**config.mk**
```make
export PLATFORM = sky130hd
export DESIGN_NAME = uart_rx
export DESIGN_NICKNAME = d
export VERILOG_FILES = /design/src/rtl/uart_rx.sv
export SDC_FILE = /design/constraint.sdc
export NUM_CORES = 1
export LEC_CHECK = 0
export CAP_MARGIN = 25
export CORE_ASPECT_RATIO = 1.2
export CORE_UTILIZATION = 30
export DETAILED_ROUTE_END_ITERATION = 7
export GPL_TIMING_DRIVEN = 0
export PLACE_DENSITY = 0.53
export SLEW_MARGIN = 20
export SYNTH_ARGS = -nofsm -noshare
export SYNTH_HDL_FRONTEND = slang
export SYNTH_SLANG_ARGS = --single-unit
```
**constraint.sdc**
```tcl
create_clock -name clk -period 3.1 [get_ports clk]
set_input_delay 0.62 -clock clk [delete_from_list [all_inputs] [get_ports clk]]
set_output_delay 0.62 -clock clk [all_outputs]
set_load 0.005 [all_outputs]
```
**src/rtl/uart_rx.sv**
```systemverilog
// uart_rx: asynchronous serial receiver with optional parity and break detection.
//
// Ports:
//   clk           - single clock, all logic on the rising edge
//   rst           - asynchronous, active-low reset
//   rx            - serial line, asynchronous to clk, idles high
//   rx_data       - last received data word, held until the next valid frame
//   rx_data_valid - one-cycle pulse marking a completed (non-break) frame
//   parity_error  - qualifies rx_data_valid: received parity did not match
//   frame_error   - qualifies rx_data_valid: a stop bit was sampled low
//   break_detect  - one-cycle pulse: every sample from start to last stop was low
//   busy          - high whenever the receiver is not idle
module uart_rx #(
    parameter int unsigned DATA_BITS    = 8,
    parameter string       PARITY_BIT   = "none",
    parameter int unsigned STOP_BITS    = 2,
    parameter int unsigned CLKS_PER_BIT = 16
) (
    input  logic                 clk,
    input  logic                 rst,
    input  logic                 rx,
    output logic [DATA_BITS-1:0] rx_data,
    output logic                 rx_data_valid,
    output logic                 parity_error,
    output logic                 frame_error,
    output logic                 break_detect,
    output logic                 busy
);

    localparam bit          ParityEn  = (PARITY_BIT != "none");
    localparam bit          ParityOdd = (PARITY_BIT == "odd");
    localparam int unsigned CntW      = $clog2(CLKS_PER_BIT);
    localparam int unsigned MaxBits   = (DATA_BITS > STOP_BITS) ? DATA_BITS : STOP_BITS;
    localparam int unsigned BitW      = $clog2(MaxBits + 1);

    localparam logic [CntW-1:0] SampleAt = CntW'(CLKS_PER_BIT / 2 - 1);
    localparam logic [CntW-1:0] CntMax   = CntW'(CLKS_PER_BIT - 1);
    localparam logic [BitW-1:0] LastData = BitW'(DATA_BITS - 1);
    localparam logic [BitW-1:0] LastStop = BitW'(STOP_BITS - 1);

    typedef enum logic [2:0] {
        StIdle,
        StStart,
        StData,
        StParity,
        StStop,
        StBreakWait
    } state_e;

    state_e                 state_q;
    logic [1:0]             sync_q;
    logic                   prev_q;      // previous synchronized level, for edge detection
    logic [CntW-1:0]        cnt_q;
    logic [BitW-1:0]        bit_q;
    logic [DATA_BITS-1:0]   shift_q;
    logic                   par_q;       // running XOR of data bits
    logic                   low_q;       // every sample so far in this frame was low
    logic                   perr_pend_q;
    logic                   ferr_pend_q;
    logic [DATA_BITS-1:0]   rx_data_q;
    logic                   valid_q;
    logic                   perr_q;
    logic                   ferr_q;
    logic                   brk_q;

    logic rx_s;
    logic mid;

    assign rx_s = sync_q[1];
    assign mid  = (cnt_q == SampleAt);

    always_ff @(posedge clk or negedge rst) begin
        if (!rst) begin
            state_q     <= StIdle;
            sync_q      <= 2'b11;
            prev_q      <= 1'b1;
            cnt_q       <= '0;
            bit_q       <= '0;
            shift_q     <= '0;
            par_q       <= 1'b0;
            low_q       <= 1'b0;
            perr_pend_q <= 1'b0;
            ferr_pend_q <= 1'b0;
            rx_data_q   <= '0;
            valid_q     <= 1'b0;
            perr_q      <= 1'b0;
            ferr_q      <= 1'b0;
            brk_q       <= 1'b0;
        end else begin
            sync_q  <= {sync_q[0], rx};
            prev_q  <= rx_s;
            valid_q <= 1'b0;
            brk_q   <= 1'b0;

            // Bit-period counter free-runs while a frame is in progress.
            if (state_q == StIdle || state_q == StBreakWait) begin
                cnt_q <= '0;
            end else if (cnt_q == CntMax) begin
                cnt_q <= '0;
            end else begin
                cnt_q <= cnt_q + CntW'(1);
            end

            unique case (state_q)
                StIdle: begin
                    if (prev_q && !rx_s) begin
                        state_q <= StStart;
                    end
                end
                StStart: begin
                    if (mid) begin
                        if (rx_s) begin
                            state_q <= StIdle;  // glitch, not a real start bit
                        end else begin
                            state_q     <= StData;
                            bit_q       <= '0;
                            par_q       <= 1'b0;
                            low_q       <= 1'b1;
                            perr_pend_q <= 1'b0;
                            ferr_pend_q <= 1'b0;
                        end
                    end
                end
                StData: begin
                    if (mid) begin
                        shift_q <= {rx_s, shift_q[DATA_BITS-1:1]};
                        par_q   <= par_q ^ rx_s;
                        low_q   <= low_q & ~rx_s;
                        if (bit_q == LastData) begin
                            bit_q   <= '0;
                            state_q <= ParityEn ? StParity : StStop;
                        end else begin
                            bit_q <= bit_q + BitW'(1);
                        end
                    end
                end
                StParity: begin
                    if (mid) begin
                        perr_pend_q <= ((par_q ^ rx_s) != ParityOdd);
                        low_q       <= low_q & ~rx_s;
                        state_q     <= StStop;
                    end
                end
                StStop: begin
                    if (mid) begin
                        if (bit_q != LastStop) begin
                            ferr_pend_q <= ferr_pend_q | ~rx_s;
                            low_q       <= low_q & ~rx_s;
                            bit_q       <= bit_q + BitW'(1);
                        end else begin
                            bit_q <= '0;
                            if (low_q && !rx_s) begin
                                // Break: outputs keep the previous frame's values.
                                brk_q   <= 1'b1;
                                state_q <= StBreakWait;
                            end else begin
                                valid_q   <= 1'b1;
                                rx_data_q <= shift_q;
                                perr_q    <= perr_pend_q;
                                ferr_q    <= ferr_pend_q | ~rx_s;
                                state_q   <= StIdle;
                            end
                        end
                    end
                end
                StBreakWait: begin
                    if (rx_s) begin
                        state_q <= StIdle;
                    end
                end
                default: state_q <= StIdle;
            endcase
        end
    end

    assign rx_data       = rx_data_q;
    assign rx_data_valid = valid_q;
    assign parity_error  = perr_q;
    assign frame_error   = ferr_q;
    assign break_detect  = brk_q;
    assign busy          = (state_q != StIdle);

endmodule

```
[Word-level counts from Yosys, hierarchy flattened]
Cells that the tools add are included.
Word-level totals
  input port bits: 3
  register bits after elaboration: 38
  output and inout port bits: 13
Operators by class
  bitwise logic cells: 6
  reductions and logical operators: 20
  mux-type cells: 42
  add/sub/neg operators: 2
  equality and inequality tests: 20
Operators by type and width (number)
  2-to-1 mux 4 bit: 8
  2-to-1 mux 3 bit: 9
  2-to-1 mux 1 bit: 18
  inequality test 2 bit, second input constant: 9
  one-hot mux 3 bit (6 select lines): 1
  one-hot mux 4 bit (3 select lines): 1
  AND reduction 4 bit: 3
  AND reduction 5 bit: 2
  nonzero test 3 bit: 3
  adder 4 x 1 -> 4 bit, second input constant: 2
  equality test 4 x 3 -> 1 bit, second input constant: 2
  AND reduction 8 bit: 1
  equality test 3 x 2 -> 1 bit, second input constant: 2
  equality test 3 bit, second input constant: 2
  one-hot mux 1 bit (2 select lines): 3
  AND reduction 6 bit: 1
  nonzero test 2 bit: 3
  equality test 4 bit, second input constant: 1
  inequality test 2 x 1 -> 1 bit, second input constant: 2
  inequality test 4 x 1 -> 1 bit, second input constant: 1
  equality test 3 x 1 -> 1 bit, second input constant: 1
  zero test 3 bit: 1
  NOT 1 bit: 3
  one-hot mux 1 bit (3 select lines): 1
  9 further kinds: 10

[Logic depth before layout (Yosys ltp)]
Gate-level depths: netlist of run 1.
  depth after elaboration: 6
  gate-level depth with buffers: 8
  gate-level depth less buffers: 7

[Worst setup path after synthesis of run 1]
No wires, ideal clock.
  kind: register -> register
  from: register bit_q[1]
  to: register rx_data_q[2], in the netlist rx_data[2]
  library setup time: 127 ps
  arrival: 1752 ps
  data required time: 2973 ps
  stages on the path, launching flop included: 9
  slack: 1221 ps
  period minus slack after synthesis: 1879 ps
  path through: dfrtp_1 inv_1 ha_1 or3b_4 nand3b_4 nand2b_4 buf_6 inv_4 mux2_1
On the way
  word-level cells in the longest chain between the ends: 3
Ends and longest elaborated chain
  start, declared: line 54  | logic [BitW-1:0] bit_q;
  start signal, assigned: line 133  | bit_q <= bit_q + BitW'(1);
  start signal, assigned: line 149  | bit_q <= bit_q + BitW'(1);
  inequality test 4 x 1 -> 1 bit: line 146  | if (bit_q != LastStop) begin
  NOT 1 bit (no line)
  AND reduction 4 bit (no line)
  end signal, assigned: line 158  | rx_data_q <= shift_q;
  end, declared: line 60  | logic [DATA_BITS-1:0] rx_data_q;
No other way between the ends.
A chain may end at the register's enable or synchronous reset.

[Worst setup path after layout of run 1]
  from: register state_q[1]
  to: output busy
On the way
  word-level cells in the longest chain between the ends: 1
Ends and longest elaborated chain
  start, declared: line 50  | state_e state_q;
  start signal, assigned: line 74  | state_q <= StIdle;
  start signal, assigned: line 107  | state_q <= StStart;
  start signal, assigned: line 113  | state_q <= StIdle;
  nonzero test 3 bit: line 181  | assign busy = (state_q != StIdle);
  end, declared: line 27  | output logic busy
No other way between the ends.

==> metrics.csv, run 1 <==
metric,value,unit
drc,0,
grt_util_met2,0.199,
ys.flop_type,dfrtp_1,
fin_total_pwr,1.52,mW
synth_xor_area_frac,0.0147,
cts_sinks,38,
clk_pin_slew,0.08,ns
post_drt_wl_per_cell,13.6,um
ant_nets,0,
drv_slew,0,
gp_congestion,0.799,
num_vias,1215,
syn_inst,145,
setup_slack,0.541,ns
syn_area,0.00178,mm^2
nNetsFinal,174,
rr_worst_depth,8,
synthArstFlopShare,1.00,
startpoint_type,register,
cp.required,2.48,ns
syn-num-nets,151,
status,finished clean,
hpwl,2330,um
rsz0062_at_grt,false,
grt.total_usage,0.124,
worst_slew_pin_slew,0.459,ns
yosysUniqueCellTypes,52,
cts_max_path_buffers,2,
final_cells,249,
rows,30,
h-tree-depth,2,
cts_tree,done,
worstHoldPathType,input pin to asynchronous set/reset pin,
clock_latency,0.29,ns
critPathSlowestCell,clkdlybuf4s50_1,
cts_buffers,5,
grt-ovfl-total,0,
grt_pass1_vias,1245,
initial_core_util,0.313,
die_area,0.00626,mm^2
yosysTopAreaCell,dfrtp_1,
critPathMaxStageDelay,0.46,ns
worstPathMaxFanout,10,
fmax,391,MHz
synthSimpleGateAreaFrac,0.142,
cts_root_buffer,clkbuf_8,
period_share,0.826,
synth-edff-count,0,
nFillCells,584,
cp_data_arrival_time,1.94,ns
hold_viol,0,
fp.coreArea,0.00571,mm^2
timing.critical_path.from,state_q[1]$_DFFE_PN0P_,
met1_usage,0.154,
ys_top_cells_by_area,"dfrtp_1, dfstp_2, mux2_2",
endpoint_kind,output pin,
yosysMostFrequentCell,dfrtp_1,
cts_setup_buffers,0,
vdd.ir_drop.worst,0.000299,V
synth-seq-cells,38,
cellPowerDensity,701,mW/mm^2
synth_top_family_by_area,compound AO/OA/AOI/OAI gates,
area_delta_synth_final,21.2,%
die_w,72.4,um
ctsResizeCount,0,
multi_input_area,774,um^2
ff2ff_setup_slack,1.10,ns
synth_mux_area_frac,0.112,
synth_compound_area_frac,0.144,
antenna_found_initial,0,
wl,3390,um
final-seq-area,955,um^2
fin_tns_setup,0,ns
endpoint,busy,
timing.rr.end,rx_data[4]$_DFFE_PN0P_,
fin_crit,2.56,ns
die_h,86.5,um
grt_first_pass_wirelength,5930,um
dp.cells,241,
yosysTopAreaCellShare,0.491,
synth_warnings,0,
grt.busiest_layer,met2,
synth_area_per_cell,12.3,um^2
diodes,0,
grt_max_degree,34,
port_buffers,15,
clock_skew,0.00563,ns
reg2reg_from,bit_q[1]$_DFFE_PN0P_,
synth_fa_ha_area_frac,0.0210,
postCtsHoldBufs,0,
use_met3,0.0419,
drtIter0Drc,61,
maxCapViolCount,0,
drive_gt1_frac,0.225,
routed_via_density,4.88,
power.leakage,1.02,nW
ioPinCount,16,
ys_seq_area_frac,0.535,
drt-pass1-iter-count,4,
max_slew_margin,0.694,
synth_top_cells_by_count,"dfrtp_1, nand2_1, a21oi_1",
place_ws,0.905,ns
worstPathCellList,buf_2 -> buf_1 -> or3_1 -> clkdlybuf4s50_1,
setup_viol,0,
critPathKind,register to output pin,
power by group:
group / switching (mW) / leakage (nW) / internal (mW)
registers: 0.0967 / 0.493 / 0.595
clock network: 0.183 / 0.0504 / 0.239
logic: 0.213 / 0.474 / 0.190
sequential cells by signal, indices dropped and copies added, names as in the netlist:
name           flops
ferr_pend_q        1
sync_q             2
state_q            3
perr_pend_q        1
frame_error        1
cnt_q              4
par_q              1
rx_data_valid      1
low_q              1
bit_q              4
shift_q            8
break_detect       1
rx_data            8
parity_error       1
prev_q             1
through the flow:
stage / utilization / area, um^2 / hold WS [ns]
after floorplan: - / 1780 / 0.324
after global placement: 0.357 / 2030 / 0.346
after detailed placement: 0.359 / 2050 / 0.348
after CTS: 0.379 / 2160 / 0.148
after global routing: 0.379 / 2160 / 0.144
final: 0.379 / 2160 / 0.153
placed cells by master (no fill, tap or decap), types with 2 or more instances in the layout:
| master | count |
|---|---|
| o22ai_1 | 2 |
| clkinvlp_4 | 2 |
| nand2_1 | 9 |
| o21ai_1 | 4 |
| nor2_1 | 5 |
| mux2_4 | 5 |
| a21oi_1 | 8 |
| nand3b_1 | 3 |
| o311ai_2 | 2 |
| mux2_1 | 4 |
| xor2_1 | 2 |
| dfrtp_1 | 35 |
| o311a_1 | 2 |
| a31oi_1 | 2 |
| ha_1 | 3 |
| o21bai_1 | 2 |
| dfstp_2 | 3 |
| o21ai_0 | 6 |
| buf_2 | 4 |
| mux2_2 | 7 |
| clkbuf_8 | 5 |
| or2_1 | 2 |
| clkdlybuf4s50_1 | 14 |
| o41ai_1 | 2 |
| inv_1 | 3 |
| nor2b_1 | 2 |
worst min-delay path by stage:
stage	start	end	slack, ns	cells past startpoint
detailed placement	sync_q[0]$_DFF_PN1_	sync_q[1]$_DFF_PN1_	0.35	0
global route	rst	bit_q[3]$_DFFE_PN0P_	0.14	1
floorplan	rst	bit_q[0]$_DFFE_PN0P_	0.32	0
CTS	rst	bit_q[3]$_DFFE_PN0P_	0.15	1
global placement	sync_q[0]$_DFF_PN1_	sync_q[1]$_DFF_PN1_	0.35	0
finish	rst	bit_q[0]$_DFFE_PN0P_	0.15	1
final cells by class:
cell class | instances | share of cell area
clock inverters | 3 | 0.0208
repair buffers | 16 | 0.0763
flip-flops and latches | 38 | 0.441
inverters | 5 | 0.00983
well taps | 80 | 0.0463
clock buffers | 5 | 0.0318
multi-input cells | 96 | 0.358
plain buffers | 6 | 0.0156
per-layer routing:
metal / part of all wire / wire length, um / vias to the layer above
met5: 0 / 0 / -
met4: 0.014 / 47 / 0
met3: 0.046 / 155 / 6
met2: 0.49 / 1660 / 30
met1: 0.45 / 1530 / 603
li1: - / - / 576
logic make-up (layout without fill, tap and decap cells):
kind of cell | count (synthesis) | in the layout
flops | 38 | 38
compound gates | 37 | 37
simple gates | 37 | 37
mux | 16 | 16
buf+inv | 11 | 35
fa+ha+maj | 3 | 3
xor+xnor | 3 | 3
worst max-delay path: cells and delay by family, from the launching register on:
family,cells,cell delay (ns)
buf+inv,3,0.87
simple gates,1,0.40
flops,1,0.37
Power figures use the tool's default switching activity.
==> run 2: changes to the inputs <==
clock period = 2.4 ns   (was 3.1 ns; I/O delays follow)
==> metrics.csv, run 2 (synthesis results as in run 1) <==
metric,value,unit,change
cts_sinks,38,,unchanged
seqPwrFrac,0.460,,was 0.456
p_switching,0.634,mW,was 0.493 mW
p_int,1.32,mW,was 1.02 mW
rows,30,,unchanged
utilization,0.378,,was 0.379
gp_congestion,0.799,,unchanged
finalHoldWorstSlack,0.0120,ns,was 0.153 ns
area_delta_synth_final,20.8,%,was 21.2%
drive_gt1_frac,0.228,,was 0.225
path_buf_inv,2,,was 3
critPathMaxStageDelay,0.46,ns,about the same
multi_input_area,774,um^2,unchanged
nFillCells,584,,unchanged
power.leakage,1.02,nW,about the same
path_delay_family,buffers and inverters,,unchanged
ff2ff_setup_slack,0.40,ns,was 1.10 ns
worst_slew_pin_slew,0.470,ns,was 0.459 ns
ant_nets,0,,unchanged
postCtsHoldBufs,0,,unchanged
clock_skew,0.00662,ns,was 0.00563 ns
clock_latency,0.29,ns,about the same
drt-pass1-iter-count,4,,unchanged
mostFrequentLayoutCells,"dfrtp_1, clkdlybuf4s50_1, nand2_1, a21oi_1, mux2_2",,unchanged
critPathSlowestCell,dfrtp_1,,was clkdlybuf4s50_1
fin_area,0.00216,mm^2,about the same
worstPathCellList,buf_2 -> or3_1 -> clkdlybuf4s50_1,,was buf_2 -> buf_1 -> or3_1 -> clkdlybuf4s50_1
grt-ovfl-total,0,,unchanged
fin_total_pwr,1.95,mW,was 1.52 mW
endpoint_kind,output pin,,unchanged
cp_data_arrival_time,1.74,ns,was 1.94 ns
drc,0,,unchanged
cts_buffers,5,,unchanged
worstPathMaxFanout,10,,unchanged
fin_crit,2.22,ns,
die_w,72.4,um,unchanged
port_buffers,15,,unchanged
rr_worst_depth,8,,unchanged
cp.required,1.92,ns,was 2.48 ns
nNetsFinal,172,,was 174
drtIter0Drc,45,,was 61
period_share,0.926,,
final-seq-area,955,um^2,unchanged
die_h,86.5,um,unchanged
cts_setup_buffers,0,,unchanged
drv_slew,0,,unchanged
grt_first_pass_wirelength,5890,um,was 5930 um
num_vias,1209,,was 1215
grt_pass1_vias,1244,,was 1245
vdd.ir_drop.worst,0.000386,V,was 0.000299 V
rsz0062_at_grt,false,,unchanged
max_slew_margin,0.686,,was 0.694
grt.total_usage,0.123,,was 0.124
setup_viol,0,,unchanged
p_comb_frac,0.260,,was 0.266
hpwl,2330,um,unchanged
sw_frac_of_total,0.324,,was 0.325
dpl_cell_area,0.00205,mm^2,unchanged
fp.coreArea,0.00571,mm^2,unchanged
routed_via_density,4.89,,was 4.88
cts_max_path_buffers,2,,unchanged
fmax,450,MHz,
endpoint,busy,,unchanged
cellPowerDensity,907,mW/mm^2,was 701 mW/mm^2
final_common_cell,dfrtp_1,,unchanged
cts_tree,done,,unchanged
wl,3330,um,was 3390 um
initial_core_util,0.313,,unchanged
worstHoldPathType,input pin to asynchronous set/reset pin,,unchanged
maxCapViolCount,0,,unchanged
reg2reg_from,bit_q[1]$_DFFE_PN0P_,,unchanged
clk_pin_slew,0.08,ns,about the same
cts_root_buffer,clkbuf_8,,unchanged
power.clock.fraction,0.280,,was 0.278
h-tree-depth,2,,unchanged
antenna_found_initial,0,,unchanged
cp.depth,3,,was 4
diodes,0,,unchanged
timing.critical_path.from,state_q[0]$_DFFE_PN0P_,,was state_q[1]$_DFFE_PN0P_
startpoint_type,register,,unchanged
grt_max_degree,34,,unchanged
ioPinCount,16,,unchanged
critPathKind,register to output pin,,unchanged
status,finished clean,,unchanged
die_area,0.00626,mm^2,unchanged
hold_viol,0,,unchanged
post_drt_wl_per_cell,13.5,um,was 13.6 um
timing.rr.end,rx_data[4]$_DFFE_PN0P_,,unchanged
-- run 2: cell types whose count changed in the layout (fill, tap and decap cells not counted), sizes merged --
cell    change
buf         -1
clkbuf      -1
-- run 2: stage by stage --
stage / instances / setup TNS [ns] / setup WS, ns
after floorplan: 145 / 0 / 0.521
after global placement: 240 / -1.03 / -0.0316
after detailed placement: 241 / 0 / 0.345
after CTS: 248 / 0 / 0.0525
after global routing: 247 / 0 / 0.0780
final: 247 / 0 / 0.176
-- run 2: area by class of cell --
| class | instances | area share |
|---|---|---|
| well taps | 80 | 0.0464 |
| flip-flops and latches | 38 | 0.443 |
| plain buffers | 4 | 0.0122 |
| clock buffers | 5 | 0.0319 |
| repair buffers | 16 | 0.0766 |
| inverters | 5 | 0.00987 |
| clock inverters | 3 | 0.0209 |
| multi-input cells | 96 | 0.359 |
-- run 2: worst min path at each step --
stage                              from                endpoint
floorplan                           rst    bit_q[0]$_DFFE_PN0P_
global placement    sync_q[0]$_DFF_PN1_     sync_q[1]$_DFF_PN1_
detailed placement                  rst  rx_data[4]$_DFFE_PN0P_
CTS                                 rst    bit_q[3]$_DFFE_PN0P_
global route                        rst    bit_q[3]$_DFFE_PN0P_
finish                              rst    bit_q[0]$_DFFE_PN0P_
-- run 2: per-layer routing --
layer  vias up  track usage  part of all wire  routed length (um)
met5         -            0                 0                   0
met4         0       0.0481             0.014                  47
met3         6       0.0419             0.048                 159
met2        26        0.198              0.50                1680
met1       604        0.153              0.43                1450
li1        573            -                 -                   -
-- run 2: timing repair --
item / 4_1_cts / 5_1_grt
pin swaps: 0 / 0
gates resized for setup: 0 / 0
endpoints found under the setup margin: 1 / 1
-- run 2: power by group through the flow --
stage	Clock [mW]	Sequential, mW	Combinational, mW
finish	0.546	0.899	0.509
global placement	0	0.890	0.497
detailed placement	0	0.907	0.522
CTS	0.565	0.893	0.523
floorplan	0	0.870	0.412
global route	0.599	0.923	0.585
==> run 3: changes to the inputs <==
CORE_MARGIN = 2   (was not set)
SKIP_LAST_GASP = 1   (was not set)
==> metrics.csv, run 3 (synthesis results as in run 1) <==
metric,value,unit,change
status,finished clean,,unchanged
cellPowerDensity,877,mW/mm^2,was 907 mW/mm^2
hold_viol,0,,unchanged
reg2reg_from,bit_q[1]$_DFFE_PN0P_,,unchanged
port_buffers,15,,unchanged
grt.busiest_layer,met2,,unchanged
period_share,0.926,,about the same
antenna_found_initial,0,,unchanged
ioPinCount,16,,unchanged
postCtsHoldBufs,0,,unchanged
maxCapViolCount,0,,unchanged
hpwl,2460,um,was 2330 um
critPathSlowestCell,dfrtp_1,,unchanged
drtIter0Drc,34,,was 45
num_vias,1191,,was 1209
clock_latency,0.29,ns,about the same
rsz0062_at_grt,false,,unchanged
worst_slew_pin_slew,0.465,ns,was 0.470 ns
initial_core_util,0.313,,unchanged
nFillCells,575,,was 584
max_slew_margin,0.690,,was 0.686
timing.critical_path.from,state_q[0]$_DFFE_PN0P_,,unchanged
fin_crit,2.22,ns,about the same
cts_max_path_buffers,2,,unchanged
gp_congestion,0.749,,was 0.799
grt_max_degree,23,,was 34
cp.required,1.92,ns,about the same
grt.total_usage,0.121,,was 0.123
drive_gt1_frac,0.228,,unchanged
rows,30,,unchanged
routed_via_density,4.82,,was 4.89
cts_sinks,38,,unchanged
grt_pass1_vias,1323,,was 1244
dp.cells,241,,unchanged
met1_usage,0.140,,was 0.153
wl,3470,um,was 3330 um
use_met3,0.0342,,was 0.0419
final_cells,247,,unchanged
clk_pin_slew,0.07,ns,was 0.08 ns
cts_tree,done,,unchanged
post_drt_wl_per_cell,14.0,um,was 13.5 um
endpoint_kind,output pin,,unchanged
grt_first_pass_wirelength,6070,um,was 5890 um
drv_slew,0,,unchanged
die_h,88.5,um,was 86.5 um
drt-pass1-iter-count,4,,unchanged
die_w,74.4,um,was 72.4 um
grt-ovfl-total,0,,unchanged
critPathMaxStageDelay,0.46,ns,about the same
drc,0,,unchanged
dpl_cell_area,0.00206,mm^2,was 0.00205 mm^2
worstHoldPathType,input pin to asynchronous set/reset pin,,unchanged
cts_buffers,5,,unchanged
nNetsFinal,172,,unchanged
fp.coreArea,0.00571,mm^2,unchanged
setup_viol,0,,unchanged
final_common_cell,dfrtp_1,,unchanged
critPathKind,register to output pin,,unchanged
h-tree-depth,2,,unchanged
startpoint_type,register,,unchanged
fmax,450,MHz,about the same
cts_root_buffer,clkbuf_8,,unchanged
vdd.ir_drop.worst,0.000457,V,was 0.000386 V
grt_util_met2,0.204,,was 0.198
mostFrequentLayoutCells,"dfrtp_1, clkdlybuf4s50_1, nand2_1, a21oi_1, mux2_2",,unchanged
diodes,0,,unchanged
cp_data_arrival_time,1.74,ns,about the same
power.leakage,1.02,nW,about the same
worstPathCellList,buf_2 -> or3_1 -> clkdlybuf4s50_1,,unchanged
area_delta_synth_final,20.2,%,was 20.8%
fin_area,0.00214,mm^2,was 0.00216 mm^2
die_area,0.00658,mm^2,was 0.00626 mm^2
clock_skew,0.00332,ns,was 0.00662 ns
ant_nets,0,,unchanged
worstPathMaxFanout,10,,unchanged
-- run 3: cell count changes in the layout (fill, tap and decap cells not counted), sizes merged --
| cell | change |
|---|---|
| bufinv | -1 |
| clkbuf | +1 |
| clkinv | +1 |
| clkinvlp | -1 |
-- run 3: layout make-up --
cell class / count / area, um^2 / area share
inverter: 5 / 21.3 / 0.00992
timing repair buffer: 16 / 173 / 0.0805
tap: 80 / 100 / 0.0467
clock buffer: 6 / 82.6 / 0.0385
buffer: 4 / 26.3 / 0.0123
multi-input combinational: 96 / 774 / 0.361
clock inverter: 2 / 12.5 / 0.00583
sequential: 38 / 955 / 0.445
-- run 3: stage by stage --
step                      power (mW)  hold slack, ns  setup slack [ns]  setup TNS (ns)  utilization
final                           1.88           0.120             0.178               0        0.376
after global placement          1.39           0.351           -0.0213          -0.694        0.357
after global routing            2.00           0.129            0.0722               0        0.376
after detailed placement        1.44           0.349             0.354               0        0.361
after floorplan                 1.28           0.184             0.521               0            -
after CTS                       1.91           0.127           0.00367               0        0.377
-- run 3: routing by layer --
metal | share of wire | vias up | routed length, um
li1 | - | 572 | -
met1 | 0.45 | 582 | 1560
met2 | 0.49 | 28 | 1700
met3 | 0.035 | 9 | 123
met4 | 0.024 | 0 | 82
met5 | 0 | - | 0
-- run 3: worst paths after layout --
path,depth (start not counted),endpoint,slack (ns)
max in group asynchronous,2,shift_q[6]$_DFFE_PN0P_,1.83
max,3,busy,0.18
min,1,parity_error$_DFFE_PN0P_,0.12
min in group clk,0,sync_q[1]$_DFF_PN1_,0.36
min reg2reg,0,sync_q[1]$_DFF_PN1_,0.36
max reg2reg,8,rx_data[3]$_DFFE_PN0P_,0.40
-- run 3: worst max-delay path, delay by kind of cell, from the launching register on --
kind / cells / cell delay, ns
flops: 1 / 0.46
buf+inv: 2 / 0.67
simple gates: 1 / 0.32
-- run 3: report_power, final --
group          internal (mW)  leakage (nW)  switching (mW)
combinational          0.247         0.475           0.274
sequential             0.769         0.493           0.137
clock                  0.231        0.0472           0.223
-- run 3: what timing repair did --
action	CTS	global route
endpoints found under the setup margin	0	1
buffers inserted	0	0
gates resized for setup	0	0
endpoints found under the hold margin	0	0
